[src/rtl/puf_uart_bridge.sv]
// puf_uart_bridge
//   Frames PUF challenges arriving over a UART byte stream and returns the
//   PUF response over the same UART. A frame is HEADER followed by CHAL_BYTES
//   challenge bytes (big-endian). The assembled challenge is offered on a
//   valid/ready handshake, and the response is accepted on a second handshake.
//   The response is then sent back one byte at a time, most significant byte
//   first.
//
// Ports
//   clk, areset            system clock, synchronous active-high reset
//   rx_data, rx_valid      byte stream from the UART receiver
//   rx_enable              receiver enable (high while idle/collecting)
//   tx_data, tx_enable     byte + one-cycle send request to the UART transmitter
//   tx_busy                transmitter busy
//   challenge, chal_valid, chal_ready   challenge handshake toward the PUF
//   response, resp_valid, resp_ready    response handshake from the PUF
//   frame_err              one-cycle pulse when a partial frame is abandoned
//
// Configuration
//   PUF_UART_TIMEOUT_EN    when defined, a frame stalled for TIMEOUT_CYCLES
//                          between challenge bytes is dropped and frame_err
//                          pulses; when undefined, frame_err is constant 0.
module puf_uart_bridge #(
  parameter int                   DATA_BITS      = 8,
  parameter int                   CHAL_BYTES     = 8,
  parameter int                   RESP_BYTES     = 4,
  parameter logic [DATA_BITS-1:0] HEADER         = DATA_BITS'(8'h55),
  parameter int                   TIMEOUT_CYCLES = 1_000_000
) (
  input  logic                             clk,
  input  logic                             areset,
  input  logic [DATA_BITS-1:0]             rx_data,
  input  logic                             rx_valid,
  output logic                             rx_enable,
  output logic [DATA_BITS-1:0]             tx_data,
  output logic                             tx_enable,
  input  logic                             tx_busy,
  output logic [CHAL_BYTES*DATA_BITS-1:0]  challenge,
  output logic                             chal_valid,
  input  logic                             chal_ready,
  input  logic [RESP_BYTES*DATA_BITS-1:0]  response,
  input  logic                             resp_valid,
  output logic                             resp_ready,
  output logic                             frame_err
);

  localparam int CHAL_W = CHAL_BYTES * DATA_BITS;
  localparam int RESP_W = RESP_BYTES * DATA_BITS;
  localparam int CNT_W  = 5;

  localparam logic [CNT_W-1:0] LAST_CHAL = CNT_W'(CHAL_BYTES - 1);
  localparam logic [CNT_W-1:0] ALL_RESP  = CNT_W'(RESP_BYTES);
  localparam logic [1:0]       GUARD     = 2'd2;

  typedef enum logic [2:0] {
    IDLE,
    RX_CHAL,
    CHAL_OUT,
    RESP_WAIT,
    TX_LOAD,
    TX_WAIT
  } state_t;

  state_t              state;
  state_t              state_nxt;
  logic [CNT_W-1:0]    byte_cnt;   // challenge bytes received, then response bytes sent
  logic [1:0]          guard_cnt;
  logic [CHAL_W-1:0]   chal_reg;
  logic [RESP_W-1:0]   resp_reg;   // shifts left as bytes go out
  logic [DATA_BITS-1:0] tx_data_r;

`ifdef PUF_UART_TIMEOUT_EN
  localparam int TO_W = $clog2(TIMEOUT_CYCLES + 1);
  localparam logic [TO_W-1:0] TO_LAST = TO_W'(TIMEOUT_CYCLES - 1);
  logic [TO_W-1:0] idle_cnt;
`endif

  assign challenge = chal_reg;
  // The byte is presented combinationally in the send cycle so tx_enable can
  // fire the cycle TX_LOAD is entered; the register then holds it until the
  // next send.
  assign tx_data = tx_enable ? resp_reg[RESP_W-1 -: DATA_BITS] : tx_data_r;

  always_comb begin
    state_nxt  = state;
    rx_enable  = 1'b0;
    chal_valid = 1'b0;
    resp_ready = 1'b0;
    tx_enable  = 1'b0;
    frame_err  = 1'b0;
    case (state)
      IDLE: begin
        rx_enable = 1'b1;
        if (rx_valid && rx_data == HEADER) state_nxt = RX_CHAL;
      end
      RX_CHAL: begin
        rx_enable = 1'b1;
        if (rx_valid) begin
          if (byte_cnt == LAST_CHAL) state_nxt = CHAL_OUT;
        end
`ifdef PUF_UART_TIMEOUT_EN
        else if (idle_cnt == TO_LAST) begin
          frame_err = 1'b1;
          state_nxt = IDLE;
        end
`endif
      end
      CHAL_OUT: begin
        chal_valid = 1'b1;
        if (chal_ready) state_nxt = RESP_WAIT;
      end
      RESP_WAIT: begin
        resp_ready = 1'b1;
        if (resp_valid) state_nxt = TX_LOAD;
      end
      TX_LOAD: begin
        if (!tx_busy) begin
          tx_enable = 1'b1;
          state_nxt = TX_WAIT;
        end
      end
      TX_WAIT: begin
        if (guard_cnt == GUARD && !tx_busy)
          state_nxt = (byte_cnt == ALL_RESP) ? IDLE : TX_LOAD;
      end
      default: state_nxt = IDLE;
    endcase
  end

  always_ff @(posedge clk) begin
    if (areset) begin
      state     <= IDLE;
      byte_cnt  <= '0;
      guard_cnt <= '0;
      chal_reg  <= '0;
      resp_reg  <= '0;
      tx_data_r <= '0;
`ifdef PUF_UART_TIMEOUT_EN
      idle_cnt  <= '0;
`endif
    end else begin
      state <= state_nxt;
      case (state)
        IDLE: begin
          byte_cnt <= '0;
`ifdef PUF_UART_TIMEOUT_EN
          idle_cnt <= '0;
`endif
        end
        RX_CHAL: begin
          if (rx_valid) begin
            chal_reg <= (chal_reg << DATA_BITS) | CHAL_W'(rx_data);
            byte_cnt <= byte_cnt + 1'b1;
`ifdef PUF_UART_TIMEOUT_EN
            idle_cnt <= '0;
`endif
          end
`ifdef PUF_UART_TIMEOUT_EN
          else if (frame_err) begin
            chal_reg <= '0;
            idle_cnt <= '0;
          end else begin
            idle_cnt <= idle_cnt + 1'b1;
          end
`endif
        end
        RESP_WAIT: begin
          if (resp_valid) begin
            resp_reg <= response;
            byte_cnt <= '0;
          end
        end
        TX_LOAD: begin
          if (tx_enable) begin
            tx_data_r <= tx_data;
            resp_reg  <= resp_reg << DATA_BITS;
            byte_cnt  <= byte_cnt + 1'b1;
            guard_cnt <= '0;
          end
        end
        TX_WAIT: begin
          if (guard_cnt != GUARD) guard_cnt <= guard_cnt + 1'b1;
        end
        default: ;
      endcase
    end
  end

endmodule

[config.mk]
export PLATFORM = sky130hd
export DESIGN_NAME = puf_uart_bridge
export DESIGN_NICKNAME = d
export VERILOG_FILES = /design/src/rtl/puf_uart_bridge.sv
export SDC_FILE = /design/constraint.sdc
export NUM_CORES = 1
export LEC_CHECK = 0
export BUFFER_PORTS_ARGS = -buffer_cell sky130_fd_sc_hd__buf_4
export CORE_MARGIN = 8
export CORE_UTILIZATION = 47
export DETAILED_ROUTE_END_ITERATION = 12
export HOLD_SLACK_MARGIN = 0.03
export PLACE_DENSITY = 0.84
export SLEW_MARGIN = 5
export SYNTH_ARGS = -nofsm -noshare
export SYNTH_HDL_FRONTEND = slang
export SYNTH_SLANG_ARGS = --single-unit
[constraint.sdc]
create_clock -name clk -period 1.7 [get_ports clk]
set_clock_uncertainty 0.15 [all_clocks]
set_input_delay 0.17 -clock clk [delete_from_list [all_inputs] [get_ports clk]]
set_output_delay 0.17 -clock clk [all_outputs]
set_load 0.005 [all_outputs]
======== Word-level counts from Yosys, hierarchy flattened ========
Cells that the tools add are included.
word-level totals
  register bits after elaboration ......... 114
  latch bits .............................. 0
  bits in writable memories ............... 0
  memory bits (read-only) ................. 0
  input port bits ......................... 46
  output and inout port bits .............. 77
  word-level logic and storage cells ...... 67
  memories ................................ 0
operators by class
  add/sub/neg operators ................... 2
  multiply operators ...................... 0
  divide/modulo/power cells ............... 0
  order comparisons ....................... 0
  eq/ne operators ......................... 19
  shift-type cells ........................ 0
  mux-type cells .......................... 25
  bitwise logic cells ..................... 1
  reduce and logical (&&, ||, !) cells .... 14
operator list
  operator             count
  $mux 32              2
  $or 64x8->64         1
  $pmux 32 s2          1
  $mux 3               8
  $ne 2x2->1 const B   10
  $pmux 5 s4           1
  $pmux 3 s6           1
  $mux 5               3
  $eq 5x3->1 const B   2
  $eq 8x7->1 const B   1
  $mux 8               1
  $reduce_and 7->1     1
  $eq 3x2->1 const B   2
  $eq 3x3->1 const B   2
  $reduce_and 3->1     2
  $add 5x1->5 const B  1
  $mux 1               5
  $mux 2               2
  $pmux 2 s2           1
  $reduce_and 2->1     2
  $reduce_and 4->1     1
  $reduce_bool 2->1    2
  $reduce_bool 4->1    1
  $eq 3x1->1 const B   1
  6 further kinds      7

======== Logic depth before layout (Yosys ltp) ========
Gate-level depths: netlist (run 1).
  word-level depth ........................ 4
  gate-level depth with buffers ........... 7
  depth with buffers taken out ............ 7

======== Worst setup path before layout (run 1) ========
Ideal clock, no wire load.
  path type ............................... register to register
  start ................................... reg state[1]
  end ..................................... reg tx_data_r[2]
  library setup time ...................... 0.115 ns
  arrival time ............................ 1.634 ns
  data required time ...................... 1.435 ns
  slack ................................... -0.198 ns
  cell stages (with the launch flop) ...... 7
  buffers on the path ..................... 2
  clock period less this slack ............ 1.898 ns
  cells stage by stage .................... dfxtp_1 -> or3b_1 -> buf_2 -> nor2_2 -> buf_4 -> mux2_1 -> and2_1
on the way
  cells in the longest elaborated chain, start to end .. 3
  elaborated cells between the ends (all ways) .. 4
  those cells by class .................... eq/ne (1); mux (2); reduce/logical (1)
ends and longest elaborated chain
  item                    line  text
  from (decl)             64    state_t state;
  from (signal assigned)  142   state <= state_nxt;
  $eq 3x3->1              91    case (state)
  $mux 1                  91
  via tx_enable           36    output logic tx_enable,
  $mux 8                  82    assign tx_data = tx_enable ? resp_reg[RESP_W-1 -: DATA_BITS] : tx_data_r;
  via tx_data[2]          35    output logic [DATA_BITS-1:0] tx_data,
  to (signal assigned)    175   tx_data_r <= tx_data;
  to (decl)               70    logic [DATA_BITS-1:0] tx_data_r;
The timed path passes the listed nets, and every way through them passes these cells.
A chain may end at the register's enable or synchronous reset.

======== Worst setup path in the final report (run 1) ========
  start ................................... reg state[1]
  end ..................................... out tx_data[7]
on the way
  cells in the longest elaborated chain, start to end .. 3
ends and longest elaborated chain
  item        line
  $eq 3x3->1  91
  $mux 1      91
  $mux 8      82
  to (decl)   35
Every way passes these cells.

==> flow_metrics.env, run 1 <==
export IMPL_synth_enable_flop_cells=0
export IMPL_num_rows=36
export IMPL_antenna_found_initial=0
export IMPL_wl_mm=21.5
export IMPL_tns_ns=-27.32
export IMPL_yosys_top_cells_area="dfxtp_1 50%, nand2_1 16%, a21oi_1 8.5%"
export IMPL_die_x_um=115
export IMPL_postRouteAntennaNets=0
export IMPL_portBuffers=121
export IMPL_fill_cells=458
export IMPL_slew_violations=0
export IMPL_clockRootBuffer="clkbuf_8"
export IMPL_vias=5526
export IMPL_internal_power_uw=5110
export IMPL_final_cell_mix="144 x buf_4, 142 x nand2_1, 110 x dfxtp_1, 47 x nand2_2, 44 x dlygate4sd3_1"
export IMPL_clkSinkCount=114
export IMPL_async_flop_share_pct=0
export IMPL_areaGrowthSynthToFinish_pct=79.4
export IMPL_h_tree_depth=4
export IMPL_grt_max_degree=102
export IMPL_synth_cell_area_um2=4580
export IMPL_gp_congestion=0.866
export IMPL_path_class="reg2out"
export IMPL_grt_pass1_vias=4990
export IMPL_yosys_cell_types_count=40
export IMPL_cts_buffer_depth=2
export IMPL_synth_top_cell_area_share_pct=49.8
export IMPL_syn_inst=563
export IMPL_syn_avg_cell_area_um2=8.13
export IMPL_dieArea_um2=13200
export IMPL_setup_viol=124
export IMPL_rsz0062_at_grt="yes"
export IMPL_synth_seq_area_share_pct=49.8
export IMPL_cts_made_buffers=17
export IMPL_layout_commonest_cell="buf_4"
export IMPL_startpoint_type="flip-flop"
export IMPL_p_sw_uw=1480
export IMPL_post_place_ws_ns=-0.208
export IMPL_maxCapViolations=0
export IMPL_syn_num_nets=612
export IMPL_worst_slew_pin_slew_ns=0.580
export IMPL_start_util_pct=47.7
export IMPL_drc=0
export IMPL_multi_input_area_um2=2620
export IMPL_maxSlewHeadroom_pct=61.3
export IMPL_cp_num_buf_inv=2
export IMPL_io_pin_count=123
export IMPL_max_stage_delay_ns=0.41
export IMPL_final_nets=838
export IMPL_largest_register_ffs=64
export IMPL_critPathSlowestCell="or3b_4"
export IMPL_wl_per_cell_um=23.0
export IMPL_cts_tree="yes"
export IMPL_hold_viol_final=0
export IMPL_worst_slack_ns=-0.662
export IMPL_yosysWarnings=0
export IMPL_clkSlewWorstSetupHoldPaths_ns=0.06
export IMPL_cp_top_family="simple AND/OR/NAND/NOR gates"
export IMPL_synth_area_leader_cell="dfxtp_1"
export IMPL_ys_flop_type="dfxtp_1"
export IMPL_regArea_um2=2290
export IMPL_dr_pass1_iters=6
export IMPL_drive_above_1_share_pct=49.6
export IMPL_arrival_ns=2.04
export IMPL_crit_chain="or3b_4, nor2_4, buf_12, mux2_4, buf_6"
export IMPL_pwr_share_seq_pct=40.5
export IMPL_max_freq_mhz=423
export IMPL_place_hpwl_mm=8.53
export IMPL_core_area_um2=9590
export IMPL_total_power_uw=6600
export IMPL_period_minus_slack_ns=2.36
export IMPL_vias_per_cell=5.91
export IMPL_synth_seq_cells=114
export IMPL_hold_ws_ns=0.173
export IMPL_worst_ep_required_time_ns=1.38
export IMPL_cp_max_fo=9
export IMPL_grt_overflow=0
export IMPL_violations="negative setup slack"
export IMPL_power_frac_clock_pct=54.5
export IMPL_p_leak_uw=0.00325
export IMPL_track_usage_pct=24.8
export IMPL_die_y_um=115
export IMPL_drtIter0Drc=586
export IMPL_outcome="complete, but fails checks"
export IMPL_min_delay_path_class="in2reg"
export IMPL_comb_power_share_pct=4.9
export IMPL_cellPowerDensity_nw_per_um2=803
export IMPL_peakVddDrop_mv=0.602
export IMPL_grt_pass1_wl_mm=25.7
export IMPL_min_period_over_period_pct=139
export IMPL_antenna_cells=0
export IMPL_cp_end_kind="output pin"
export IMPL_clk_latency_ns=0.53
export IMPL_p_sw_share_pct=22.5
## power groups by stage
stage	combinational [uW]	clock (uW)	sequential [uW]
5_1_grt	337	3740	2670
4_1_cts	272	3540	2670
6_report	325	3600	2670
3_5_place_dp	179	0	2730
3_3_place_gp	175	0	2730
2_1_floorplan	66.5	0	2730
## routing by layer
metal	global-route usage [%]	share of wire, %	routed length (um)	up-vias
met5	0	0	0	-
li1	-	-	-	2338
met3	6.17	9.8	2120	137
met1	27.4	35	7550	2590
met2	42.3	49	10600	461
met4	15.5	5.9	1260	0
## worst paths after layout
kind	from	endpoint	slack [ns]	cells past startpoint
worst min-delay path	tx_busy	state[2]$_SDFFE_PP0P_	0.17	5
worst min register to register	challenge[57]$_SDFFE_PP0P_	challenge[57]$_SDFFE_PP0P_	0.32	2
worst max-delay path	state[1]$_SDFFE_PP0P_	tx_data[7]	-0.66	5
worst max register to register	state[1]$_SDFFE_PP0P_	resp_reg[8]$_SDFFE_PP0P_	-0.61	8
## kinds of logic (layout without fill, tap and decap cells)
logic type | count (synthesis) | after routing | synth area share (%)
flops | 114 | 114 | 49.8
other cells | 1 | 1 | 0.0819
xor+xnor | 1 | 1 | 0.191
compound gates | 112 | 112 | 16.5
simple gates | 269 | 270 | 24.3
mux | 13 | 13 | 3.14
fa+ha+maj | 3 | 3 | 0.820
buf+inv | 50 | 288 | 5.14
## cell usage after synthesis, drive strengths merged, types with 3 or more instances
cell type and count:
clkbuf 23, buf 18, nand2 191, ha 3, nand3 9, nor2 43
mux2 11, inv 9, and2 10, a311oi 25, a21oi 78, dfxtp 114
## per-stage QoR
stage | instances | instance area, um^2 | utilization (%)
2_1_floorplan | 563 | 4630 | -
3_3_place_gp | 803 | 5770 | 60.2
3_5_place_dp | 803 | 5770 | 60.2
4_1_cts | 909 | 7400 | 77.1
5_1_grt | 935 | 8220 | 85.6
6_report | 935 | 8220 | 85.6
## worst reg2reg max path, cell delays in order, from the launching register on
cell and delay [ns]:
dfxtp_4 0.35, or3b_4 0.41, buf_4 0.16, buf_6 0.11
o22ai_4 0.21, buf_6 0.16, bufbuf_16 0.26, nor2_1 0.05
a311oi_1 0.32
## repair_timing
action	4_1_cts	5_1_grt
endpoints found under the hold margin	42	0
resized for setup	63	138
hold buffers	44	0
endpoints found under the setup margin	68	122
cloned	8	17
pin swaps	36	29
setup buffers	22	18
## cell type report
| type | instances | area share [%] |
|---|---|---|
| multi-input cells | 400 | 31.9 |
| repair buffers | 247 | 30.6 |
| flip-flops and latches | 114 | 27.9 |
| clock buffers | 19 | 5.25 |
| well taps | 133 | 2.03 |
| clock inverters | 13 | 1.95 |
| inverters | 9 | 0.411 |
Power figures use the tool's default switching activity.
==> run 2, diff against run 1 <==
--- a/config.mk
+++ b/config.mk
@@ -5,12 +5,14 @@
 export SDC_FILE = /design/constraint.sdc
 export NUM_CORES = 1
 export LEC_CHECK = 0
+export ABC_AREA = 1
 export BUFFER_PORTS_ARGS = -buffer_cell sky130_fd_sc_hd__buf_4
 export CORE_MARGIN = 8
-export CORE_UTILIZATION = 47
+export CORE_UTILIZATION = 48
 export DETAILED_ROUTE_END_ITERATION = 12
 export HOLD_SLACK_MARGIN = 0.03
-export PLACE_DENSITY = 0.84
+export PLACE_DENSITY = 0.85
+export SKIP_CTS_REPAIR_TIMING = 1
 export SLEW_MARGIN = 5
 export SYNTH_ARGS = -nofsm -noshare
 export SYNTH_HDL_FRONTEND = slang
==> run 2 against run 1 <==
The run ends with negative hold slack, negative setup slack left. Sequential power increased by 44%. Hold slack got worse by 0.19 ns. Non-clock buffer count decreased by 35. Setup slack improved by 0.30 ns. Synthesized cell count increased by 18%. Utilization decreased by 12 points. Via count decreased by 2.2%. Design area decreased by 9.0%. First-iteration DRC count decreased by 20%. Critical endpoint is now tx_data[4]. Largest power group is now combinational cells.
==> flow_metrics.env, run 2 <==
export IMPL_outcome="complete, but fails checks"
export IMPL_violations="negative hold slack, negative setup slack"
export IMPL_final_cell_mix="167 x nor2_1, 146 x buf_4, 109 x dfxtp_1, 104 x nand2_1, 63 x o21ai_0"
export IMPL_wl_mm=17.8
export IMPL_wl_per_cell_um=17.6
export IMPL_async_flop_share_pct=0
export IMPL_die_x_um=117
export IMPL_clkSinkCount=114
export IMPL_grt_pass1_wl_mm=21.0
export IMPL_cellPowerDensity_nw_per_um2=1730
export IMPL_ys_flop_type="dfxtp_1"
export IMPL_start_util_pct=48.5
export IMPL_grt_pass1_vias=4443
export IMPL_dr_pass1_iters=6
export IMPL_grt_max_degree=65
export IMPL_yosysMostFrequentCell="nor2_1"
export IMPL_hold_viol_final=1
export IMPL_drc=0
export IMPL_syn_num_nets=713
export IMPL_yosysWarnings=0
export IMPL_comb_power_share_pct=42.4
export IMPL_io_pin_count=123
export IMPL_power_frac_clock_pct=27.8
export IMPL_startpoint_type="flip-flop"
export IMPL_final_nets=908
export IMPL_cts_made_buffers=17
export IMPL_synth_cell_area_um2=4890
export IMPL_die_y_um=117
export IMPL_internal_power_uw=7930
export IMPL_p_sw_uw=4990
export IMPL_period_minus_slack_ns=2.06
export IMPL_max_freq_mhz=484
export IMPL_h_tree_depth=4
export IMPL_clkSlewWorstSetupHoldPaths_ns=0.07
export IMPL_fill_cells=698
export IMPL_worst_ep_required_time_ns=1.38
export IMPL_rsz0062_at_grt="yes"
export IMPL_place_area_um2=5930
export IMPL_postRouteAntennaNets=0
export IMPL_cp_end_kind="output pin"
export IMPL_hold_depth=3
export IMPL_arrival_ns=1.74
export IMPL_portBuffers=121
export IMPL_vias_per_cell=5.36
export IMPL_clockRootBuffer="clkbuf_8"
export IMPL_fin_util_pct=74.1
export IMPL_post_synth_most_frequent_cells="177 x nor2_1, 114 x dfxtp_1, 105 x nand2_1"
export IMPL_synth_seq_cells=114
export IMPL_place_hpwl_mm=8.55
export IMPL_min_delay_path_class="in2reg"
export IMPL_slew_violations=0
export IMPL_cp_max_fo=7
export IMPL_areaGrowthSynthToFinish_pct=52.7
export IMPL_drive_above_1_share_pct=31.5
export IMPL_vias=5405
export IMPL_hold_ws_ns=-0.0208
export IMPL_grt_overflow=0
export IMPL_antenna_found_initial=1
export IMPL_p_leak_uw=0.00357
export IMPL_synth_area_leader_cell="dfxtp_1"
export IMPL_synth_enable_flop_cells=0
export IMPL_pwr_share_seq_pct=29.8
export IMPL_setup_viol=49
export IMPL_synth_top_cell_area_share_pct=46.6
export IMPL_drtIter0Drc=471
export IMPL_yosys_cell_types_count=33
export IMPL_syn_inst=664
export IMPL_largest_register_ffs=64
export IMPL_core_area_um2=10100
export IMPL_r2r_cells=9
export IMPL_fin_area_um2=7470
export IMPL_min_period_over_period_pct=121
export IMPL_yosys_top_cells_area="dfxtp_1 47%, nor2_1 14%, o21ai_0 8.5%"
export IMPL_track_usage_pct=19.2
export IMPL_layout_commonest_cell="nor2_1"
export IMPL_syn_avg_cell_area_um2=7.37
export IMPL_maxCapViolations=0
export IMPL_path_class="reg2out"
export IMPL_gp_congestion=0.859
export IMPL_worst_slack_ns=-0.364
export IMPL_cts_tree="yes"
export IMPL_synth_seq_area_share_pct=46.6
export IMPL_dieArea_um2=13700
export IMPL_cts_buffer_depth=2
export IMPL_num_rows=37
export IMPL_clk_latency_ns=0.53
export IMPL_p_sw_share_pct=38.6
export IMPL_peakVddDrop_mv=0.859
## run 2: cell types whose count changed in the layout (fill, tap and decap cells not counted), moves of 26 or more
cell	before	now
o21ai_0	0	63
nand2_1	142	104
nand2_2	47	1
inv_1	7	33
a21oi_2	42	9
nor2_1	35	167
## run 2: layout make-up
cell class / count / area, um^2 / share of cell area [%]
Sequential cell: 114 / 2300 / 30.7
Timing Repair inverter: 3 / 23.8 / 0.318
Clock buffer: 17 / 414 / 5.54
Tap cell: 136 / 170 / 2.28
Multi-Input combinational cell: 470 / 2300 / 30.7
Inverter: 41 / 168 / 2.24
Timing Repair Buffer: 212 / 1930 / 25.8
Clock inverter: 15 / 174 / 2.33
Antenna cell: 1 / 2.50 / 0.0335
## run 2: cells by family after synthesis
group | share of synthesized area, %
DFF | 46.6
xor gates and xnor gates | 0.179
other | 0.0766
AOI/OAI and AO/OA | 15.0
buffers and inverters | 9.46
and+or+nand+nor | 27.9
adders and majority gates | 0.767
## run 2: through the flow
stage	instances	TNS [ns]	power (uW)	worst slack [ns]
floorplan	664	0	6330	0.141
global placement	902	0	7680	0.0447
detailed placement	902	-0.0677	7770	-0.0244
CTS	934	-6.19	11400	-0.562
global route	1009	-12.00	13500	-0.409
finish	1009	-8.59	12900	-0.364
## run 2: path summary, 6_finish.rpt
check | startpoint | endpoint | slack [ns]
max | state[1]$_SDFFE_PP0P_ | tx_data[4] | -0.36
min | tx_busy | tx_data_r[6]$_SDFFE_PP0P_ | -0.02
max reg2reg | state[1]$_SDFFE_PP0P_ | resp_reg[13]$_SDFFE_PP0P_ | -0.27
min reg2reg | resp_reg[5]$_SDFFE_PP0P_ | resp_reg[5]$_SDFFE_PP0P_ | 0.31
## run 2: power by group through the flow
stage,registers [uW],clock network (uW),logic [uW]
2_1_floorplan,3720,0,2620
3_3_place_gp,3800,0,3880
3_5_place_dp,3820,0,3960
4_1_cts,3780,3560,4020
5_1_grt,3910,3740,5900
6_report,3850,3590,5480
## run 2: layer usage
| layer | part of all wire (%) | global-route usage, % |
|---|---|---|
| met1 | 39 | 24.0 |
| met2 | 50 | 30.5 |
| met3 | 7.4 | 5.39 |
| met4 | 4.2 | 7.76 |
| met5 | 0 | 0 |
## run 2: critical path: stages (launching register included)
cell	delay, ns
dfxtp_4	0.36
nor2_4	0.17
nand2_8	0.09
nor2_4	0.19
or2_4	0.16
inv_2	0.03
a21oi_2	0.09
buf_4	0.12
==> run 3, diff against run 2 <==
--- a/config.mk
+++ b/config.mk
@@ -12,6 +12,7 @@
 export DETAILED_ROUTE_END_ITERATION = 12
 export HOLD_SLACK_MARGIN = 0.03
 export PLACE_DENSITY = 0.85
+export REMOVE_ABC_BUFFERS = 1
 export SKIP_CTS_REPAIR_TIMING = 1
 export SLEW_MARGIN = 5
 export SYNTH_ARGS = -nofsm -noshare
==> run 3 against run 2 <==
The run ends with negative setup slack left. Global-route usage shrank 0.71 points. Sequential share of layout area down 2.7 points. Critical path type unchanged. Sequential power is 4% higher. Routed wire length rose by 8.8%. Largest cell class is now multi-input gates. Die area did not move.
==> flow_metrics.env, run 3 (synthesis gave the netlist of run 2 again) <==
export IMPL_outcome="complete, but fails checks"
export IMPL_violations="negative setup slack"
export IMPL_grt_pass1_vias=4259
export IMPL_track_usage_pct=18.5
export IMPL_wl_mm=19.4
export IMPL_h_tree_depth=4
export IMPL_dieArea_um2=13700
export IMPL_setup_viol=62
export IMPL_path_class="reg2out"
export IMPL_drtIter0Drc=484
export IMPL_min_delay_path_class="in2reg"
export IMPL_clkSinkCount=114
export IMPL_vias_per_cell=5.38
export IMPL_arrival_ns=1.84
export IMPL_areaGrowthSynthToFinish_pct=67.0
export IMPL_place_hpwl_mm=8.19
export IMPL_p_leak_uw=0.00370
export IMPL_clkSlewWorstSetupHoldPaths_ns=0.06
export IMPL_maxCapViolations=0
export IMPL_vias=5472
export IMPL_final_nets=917
export IMPL_worst_ep_required_time_ns=1.38
export IMPL_slew_violations=0
export IMPL_largest_register_ffs=64
export IMPL_grt_overflow=0
export IMPL_dr_pass1_iters=5
export IMPL_min_period_over_period_pct=127
export IMPL_io_pin_count=123
export IMPL_die_y_um=117
export IMPL_worst_slack_ns=-0.463
export IMPL_portBuffers=121
export IMPL_cp_end_kind="output pin"
export IMPL_grt_pass1_wl_mm=20.0
export IMPL_period_minus_slack_ns=2.16
export IMPL_core_area_um2=10100
export IMPL_cts_tree="yes"
export IMPL_rsz0062_at_grt="yes"
export IMPL_final_cell_mix="138 x buf_4, 121 x nor2_1, 111 x dfxtp_1, 103 x nand2_1, 41 x dlygate4sd3_1"
export IMPL_cts_made_buffers=17
export IMPL_die_x_um=117
export IMPL_postRouteAntennaNets=0
export IMPL_wl_per_cell_um=19.0
export IMPL_peakVddDrop_mv=0.956
export IMPL_start_util_pct=48.5
export IMPL_drive_above_1_share_pct=41.4
export IMPL_layout_commonest_cell="buf_4"
export IMPL_num_rows=37
export IMPL_hold_viol_final=0
export IMPL_cellPowerDensity_nw_per_um2=1690
export IMPL_hold_ws_ns=0.0900
export IMPL_cp_max_fo=12
export IMPL_max_freq_mhz=462
export IMPL_antenna_found_initial=0
export IMPL_startpoint_type="flip-flop"
export IMPL_clockRootBuffer="clkbuf_8"
export IMPL_tns_ns=-5.65
export IMPL_gp_congestion=0.841
export IMPL_antenna_cells=0
export IMPL_clk_latency_ns=0.51
export IMPL_cts_buffer_depth=2
export IMPL_drc=0
export IMPL_grt_max_degree=58
## run 3: per-layer routing
metal	track usage, %	share of wire [%]	vias to the layer above
met4	5.38	3.0	0
met3	7.95	6.9	62
met2	30.1	53	268
met5	0	0	-
met1	21.7	37	2599
li1	-	-	2543
## run 3: path summary, 6_finish.rpt
| kind | endpoint | cells past startpoint | slack [ns] | start |
|---|---|---|---|---|
| worst min register to register | resp_reg[6]$_SDFFE_PP0P_ | 2 | 0.32 | resp_reg[6]$_SDFFE_PP0P_ |
| worst min-delay path | resp_reg[24]$_SDFFE_PP0P_ | 5 | 0.09 | resp_valid |
| worst max register to register | challenge[41]$_SDFFE_PP0P_ | 10 | -0.22 | state[0]$_SDFFE_PP0P_ |
| worst max-delay path | tx_data[1] | 8 | -0.46 | state[1]$_SDFFE_PP0P_ |
## run 3: cell type report
| type | count | area (um^2) |
|---|---|---|
| Clock buffer | 19 | 442 |
| Clock inverter | 13 | 148 |
| Fill cell | 537 | 1920 |
| Inverter | 41 | 179 |
| Multi-Input combinational cell | 468 | 2670 |
| Sequential cell | 114 | 2290 |
| Tap cell | 136 | 170 |
| Timing Repair Buffer | 225 | 2270 |
| Timing Repair inverter | 1 | 6.26 |
## run 3: worst max-delay path: stages, from the launching register on
cell and delay [ns]:
dfxtp_4 0.37, nor2_4 0.17, nand2_8 0.08, nor2_8 0.15
buf_12 0.14, or2_2 0.12, inv_2 0.04, a21oi_2 0.13
buf_4 0.14
## run 3: where the power goes
group | internal (uW) | leakage, uW | switching, uW
clock | 2180 | 0.000278 | 1390
sequential | 3340 | 0.000930 | 665
combinational | 2960 | 0.00249 | 3240
## run 3: through the flow
| stage | setup slack, ns | instances | util, % | total power (uW) | area (um^2) |
|---|---|---|---|---|---|
| finish | -0.463 | 1017 | 81.0 | 13800 | 8170 |
| global route | -0.525 | 1017 | 81.0 | 14400 | 8170 |
| CTS | -0.524 | 931 | 64.4 | 11300 | 6500 |
| detailed placement | 0.0179 | 899 | 58.5 | 7720 | 5910 |
| global placement | 0.0323 | 899 | 58.5 | 7630 | 5910 |
| floorplan | -0.623 | 623 | - | 5940 | 4590 |
